**src/rtl/key_scan_ctrl_pkg.sv**
```systemverilog
// Shared types and constants for the debounced key scanner.
package key_scan_ctrl_pkg;

   localparam int unsigned CNT_W         = 32;
   localparam int unsigned TIMES_DEFAULT = 20_000;

   typedef enum logic [1:0] {
      ST_IDLE   = 2'd0,
      ST_SETTLE = 2'd1,
      ST_COMMIT = 2'd2
   } state_e;

   // Index width for N buttons; at least one bit so N=1 still has a usable index.
   function automatic int unsigned idx_w(input int unsigned n);
      return (n > 1) ? $clog2(n) : 1;
   endfunction

endpackage

```
**src/rtl/key_scan_ctrl_rr_pick.sv**
```systemverilog
// Round-robin pick: first set bit of pend at or after ptr, wrapping modulo N.
module rr_pick #(
   parameter int unsigned N  = 5,
   parameter int unsigned IW = 3
) (
   input  logic [N-1:0]  pend,
   input  logic [IW-1:0] ptr,
   output logic [IW-1:0] idx_c,
   output logic          valid_c
);

   logic [2*N-1:0] dbl;
   logic [N-1:0]   rot;
   logic [IW-1:0]  off;
   logic [IW:0]    sum;

   always_comb begin
      dbl     = {pend, pend} >> ptr;
      rot     = dbl[N-1:0];
      off     = '0;
      valid_c = |pend;
      // Descending scan so the lowest rotated offset wins.
      for (int k = int'(N) - 1; k >= 0; k--) begin
         if (rot[k]) off = IW'(k);
      end
      sum = {1'b0, ptr} + {1'b0, off};
      if (sum >= (IW+1)'(N)) idx_c = IW'(sum - (IW+1)'(N));
      else                   idx_c = IW'(sum);
   end

endmodule

```
**src/rtl/key_scan_ctrl.sv**
```systemverilog
// N-button debouncer sharing one settle counter; buttons are served one at a time
// in round-robin order and a rising debounced level emits a one-cycle pulse.
module key_scan_ctrl
   import key_scan_ctrl_pkg::*;
#(
   parameter int unsigned N     = 5,
   parameter int unsigned TIMES = TIMES_DEFAULT
) (
   input  logic         clk,
   input  logic         rstn,
   input  logic [N-1:0] x,
   output logic [N-1:0] y,
   output logic [N-1:0] pos,
   output logic         busy
);

   localparam int unsigned  IW       = idx_w(N);
   localparam logic [CNT_W-1:0] TIMES_M1 = CNT_W'(TIMES - 1);

   logic [N-1:0]     sync1_q, sync2_q;
   logic [N-1:0]     y_q, y_d;
   logic [N-1:0]     pos_q, pos_d;
   logic             busy_q, busy_d;
   state_e           state_q, state_d;
   logic [IW-1:0]    sel_q, sel_d;
   logic [IW-1:0]    ptr_q, ptr_d;
   logic             lvl_q, lvl_d;
   logic [CNT_W-1:0] cnt_q, cnt_d;

   logic [N-1:0]     pend_c;
   logic [IW-1:0]    pick_idx_c;
   logic             pick_valid_c;

   assign pend_c = sync2_q ^ y_q;

   rr_pick #(.N(N), .IW(IW)) u_pick (
      .pend    (pend_c),
      .ptr     (ptr_q),
      .idx_c   (pick_idx_c),
      .valid_c (pick_valid_c)
   );

   // Two-flop synchronizer for the raw button levels.
   always_ff @(posedge clk or negedge rstn) begin
      if (!rstn) begin
         sync1_q <= '0;
         sync2_q <= '0;
      end else begin
         sync1_q <= x;
         sync2_q <= sync1_q;
      end
   end

   always_ff @(posedge clk or negedge rstn) begin
      if (!rstn) begin
         state_q <= ST_IDLE;
         sel_q   <= '0;
         ptr_q   <= '0;
         lvl_q   <= 1'b0;
         cnt_q   <= '0;
         y_q     <= '0;
         pos_q   <= '0;
         busy_q  <= 1'b0;
      end else begin
         state_q <= state_d;
         sel_q   <= sel_d;
         ptr_q   <= ptr_d;
         lvl_q   <= lvl_d;
         cnt_q   <= cnt_d;
         y_q     <= y_d;
         pos_q   <= pos_d;
         busy_q  <= busy_d;
      end
   end

   always_comb begin
      state_d = state_q;
      sel_d   = sel_q;
      ptr_d   = ptr_q;
      lvl_d   = lvl_q;
      cnt_d   = cnt_q;
      y_d     = y_q;
      pos_d   = '0;

      unique case (state_q)
         ST_IDLE: begin
            if (pick_valid_c) begin
               sel_d   = pick_idx_c;
               lvl_d   = sync2_q[pick_idx_c];
               cnt_d   = TIMES_M1;
               state_d = ST_SETTLE;
            end
         end
         ST_SETTLE: begin
            // A bounce on the selected button restarts the settle window.
            if (sync2_q[sel_q] != lvl_q) begin
               lvl_d = sync2_q[sel_q];
               cnt_d = TIMES_M1;
            end else if (cnt_q == '0) begin
               state_d = ST_COMMIT;
            end else begin
               cnt_d = cnt_q - CNT_W'(1);
            end
         end
         ST_COMMIT: begin
            y_d[sel_q]   = lvl_q;
            pos_d[sel_q] = lvl_q & ~y_q[sel_q];
            ptr_d        = (sel_q == IW'(N - 1)) ? '0 : sel_q + IW'(1);
            state_d      = ST_IDLE;
         end
         default: state_d = ST_IDLE;
      endcase

      busy_d = (state_d != ST_IDLE);
   end

   assign y    = y_q;
   assign pos  = pos_q;
   assign busy = busy_q;

endmodule
```
**config.mk**
```make
export PLATFORM = sky130hd
export DESIGN_NAME = key_scan_ctrl
export DESIGN_NICKNAME = d
export VERILOG_FILES = /design/src/rtl/key_scan_ctrl_pkg.sv /design/src/rtl/key_scan_ctrl_rr_pick.sv /design/src/rtl/key_scan_ctrl.sv
export SDC_FILE = /design/constraint.sdc
export NUM_CORES = 1
export LEC_CHECK = 0
export CAP_MARGIN = 5
export CORE_MARGIN = 4
export CORE_UTILIZATION = 49
export CTS_BUF_LIST = sky130_fd_sc_hd__clkbuf_8
export DETAILED_ROUTE_END_ITERATION = 12
export PLACE_DENSITY = 0.67
export SLEW_MARGIN = 0
export SYNTH_ARGS = -nofsm -noshare
export SYNTH_HDL_FRONTEND = slang
export SYNTH_SLANG_ARGS = --single-unit
```
**constraint.sdc**
```tcl
create_clock -name clk -period 9.5 [get_ports clk]
set_clock_uncertainty 0.1 [all_clocks]
set_input_delay 1.9 -clock clk [delete_from_list [all_inputs] [get_ports clk]]
set_output_delay 1.9 -clock clk [all_outputs]
set_load 0.05 [all_outputs]
```
==> flow_summary.ini <==
[critical_path]
required_ns = 9.65
path_buf_inv = 1
cp-end-kind = flop
cp_top_family = multiplexers
path_max_fanout = 9
crit_end = lvl_q$_DFFE_PN0P_
cp.arrival_ns = 5.34
path_cells = xnor2_1, mux2i_1, mux4_2, a2111oi_0, a211oi_1, o32ai_1, ha_1, fa_1, inv_1, ha_1, nor2b_1, o211a_1, mux2i_1, mux2i_1, or3_1, a31oi_1
cp.depth = 16
crit_top_cell = mux2i_1
crit_path_max_incr_delay_ns = 0.53
r2r_start = sync2_q[4]$_DFF_PN0_
ff2ff_path_depth = 16
r2r_end = lvl_q$_DFFE_PN0P_
start_kind = flop
critPathKind = reg -> reg
cp-startpoint = sync2_q[4]$_DFF_PN0_
cp_slowest_cell = mux4_2
r2r_setup_slack_ns = 4.31

[sta]
setup_tns_ns = 0
final-setup-viol-count = 0
tightest_slew_ns = 0.7729
relSlewSlack = 0.4847
grt_setup_unrepaired = false
finalHoldViolCount = 0
fin_crit_sh = 0.5458
min_period_ns = 5.185
whs_ns = 0.2512
max_clock_freq_mhz = 192.9
drv_slew = 0

[power]
p_clk_frac = 0.398
leakagePower_uw = 0.001634
swShare = 0.2651
power_density_nw_per_um2 = 141.4
vdd_drop_max_v = 0.00008197
intPower_uw = 429.3
seq_power_share = 0.487
p_comb_frac = 0.115
p_sw_uw = 154.8
power.total_uw = 584.1

[final_layout]
syn_to_final_growth_pct = 11.97
layout_commonest_cell = dfrtp_1
final_area_sq_um = 4130
layout.nets = 420
antenna_cells = 0
final_cells = 507
final_cell_mix = dfrtp_1, a21oi_1, nor2_1, or3_1
drive_gt1_frac = 0.09069

[grt]
overflow = 0
grt_pass1_wl_microns = 13790
grt_util_all_layers = 0.1962
antenna_found_initial = 0
grt_start_max_net_pins = 63
grt_pass1_vias = 2786

[synthesis]
synthesis.nets = 408
synthFlopType = dfrtp_1
yosysWarnings = 0
postSynthCellCount = 391
synthDistinctLibCells = 62
syn_area_sq_um = 3689
synth_edf_count = 0
syn_area_per_cell_sq_um = 9.434
async_reset_ff_frac = 1.000
ys_seq_area_frac = 0.4206
ys_seq_elements = 62

[clocking]
hold_buffers = 0
cts.sinks = 62
post_cts_buffers = 0
cts_root_buf = clkbuf_8
clk_pin_slew_worst_paths_ns = 0.06
cts-resized-gates = 0
clock_path_buffers = 2
tritoncts = built
clkLatencyLatePin_ns = 0.34
h-tree-depth = 3
cts_made_buffers = 9

[placement]
placed_cell_area_sq_um = 3930
io_buffers = 17
numPlacedInstances = 491
gp_congestion = 0.8312
place.detailed.hpwl_microns = 5778

[hold_path]
hold_depth = 0
hold_class = reg -> reg

[drt]
drc = 0
first_pass_iters = 4
vias = 3073
vias_per_cell = 6.061
drt_iter0_drc = 202
routedWlPerCell_microns = 16.07
ant_nets = 0
routed_wl_microns = 8146

[floorplan]
initial_utilization = 0.5058
coreArea_sq_um = 7292
rows = 31
dieArea_sq_um = 8979
io_pins = 18
die_h_microns = 94.76
die_x_microns = 94.76

[run]
drv_cap = 0

[outcome]
status = complete, no violations
## per-layer routing
| metal | share of wire | GRT usage | vias to the layer above |
|---|---|---|---|
| met1 | 0.50 | 0.2874 | 1489 |
| met5 | 0 | 0 | - |
| met4 | 0.015 | 0.06130 | 0 |
| li1 | - | - | 1516 |
| met3 | 0.038 | 0.05100 | 13 |
| met2 | 0.45 | 0.2824 | 55 |
## power groups by stage
stage	clock network [uW]	registers (uW)	logic, uW
3_5_place_dp	0	289	68.0
2_1_floorplan	0	283	50.0
5_1_grt	250	286	77.0
3_3_place_gp	0	288	66.3
6_report	233	285	66.9
4_1_cts	239	284	68.2
## cells by family after synthesis
group / synth area share
adder cells (fa/ha/maj): 0.03596
XOR/XNOR: 0.01900
AND/OR/NAND/NOR: 0.2473
multiplexers: 0.07157
AO/OA/AOI/OAI: 0.1733
flip-flops: 0.4206
buffers and inverters: 0.03222
## how the worst min path moves through the flow
| stage | startpoint | endpoint | slack, ns |
|---|---|---|---|
| global placement | sync1_q[1]$_DFF_PN0_ | sync2_q[1]$_DFF_PN0_ | 0.23 |
| global route | sync1_q[3]$_DFF_PN0_ | sync2_q[3]$_DFF_PN0_ | 0.26 |
| CTS | sync1_q[3]$_DFF_PN0_ | sync2_q[3]$_DFF_PN0_ | 0.25 |
| finish | sync1_q[3]$_DFF_PN0_ | sync2_q[3]$_DFF_PN0_ | 0.25 |
| detailed placement | sync1_q[3]$_DFF_PN0_ | sync2_q[3]$_DFF_PN0_ | 0.24 |
| floorplan | sync1_q[0]$_DFF_PN0_ | sync2_q[0]$_DFF_PN0_ | 0.23 |
## layout make-up
| type | instances | area (sq um) |
|---|---|---|
| Inverter | 11 | 41.29 |
| Multi-Input combinational cell | 299 | 2026 |
| Tap cell | 99 | 123.9 |
| Clock buffer | 11 | 151.4 |
| Timing Repair Buffer | 20 | 187.7 |
| Sequential cell | 62 | 1551 |
| Fill cell | 663 | 3162 |
| Clock inverter | 5 | 48.80 |
## Yosys cell counts, drive strengths merged, types with 2 or more instances
cell type	count	area [sq um]
and3	8	50.05
o41ai	2	17.52
o31ai	6	45.04
nand3b	3	22.52
or4	14	108.9
a31oi	6	37.54
or3	23	148.9
a21oi	30	150.1
xnor2	7	61.31
a21o	4	30.03
or2	2	15.02
nor2b	6	37.54
nor3	9	45.04
nor2	22	82.58
nand2	18	67.56
mux2	9	101.4
clkbuf	12	45.04
buf	7	32.53
nor3b	2	15.01
nand4	10	62.56
dfrtp	62	1551
a211oi	8	65.06
ha	9	112.6
o21ai	27	135.1
mux2i	14	140.1
and4	2	17.52
and2	3	18.77
inv	10	37.54
o32ai	2	17.52
nor4	13	87.58
a211o	2	17.52
nand3	18	90.09
## metrics by stage
| stage | utilization | worst slack [ns] |
|---|---|---|
| 5_1_grt | 0.5664 | 3.695 |
| 4_1_cts | 0.5664 | 4.310 |
| 6_report | 0.5664 | 4.315 |
| 3_5_place_dp | 0.5390 | 4.317 |
| 2_1_floorplan | - | 4.580 |
| 3_3_place_gp | 0.5390 | 4.582 |
## state kept, by name, indices dropped and copies added, names as in the netlist
register / flops
cnt_q: 32
pos: 5
sync1_q: 5
sync2_q: 5
y: 5
ptr_q: 3
sel_q: 3
state_q: 2
busy: 1
lvl_q: 1
(Power assumes the default switching activity.)
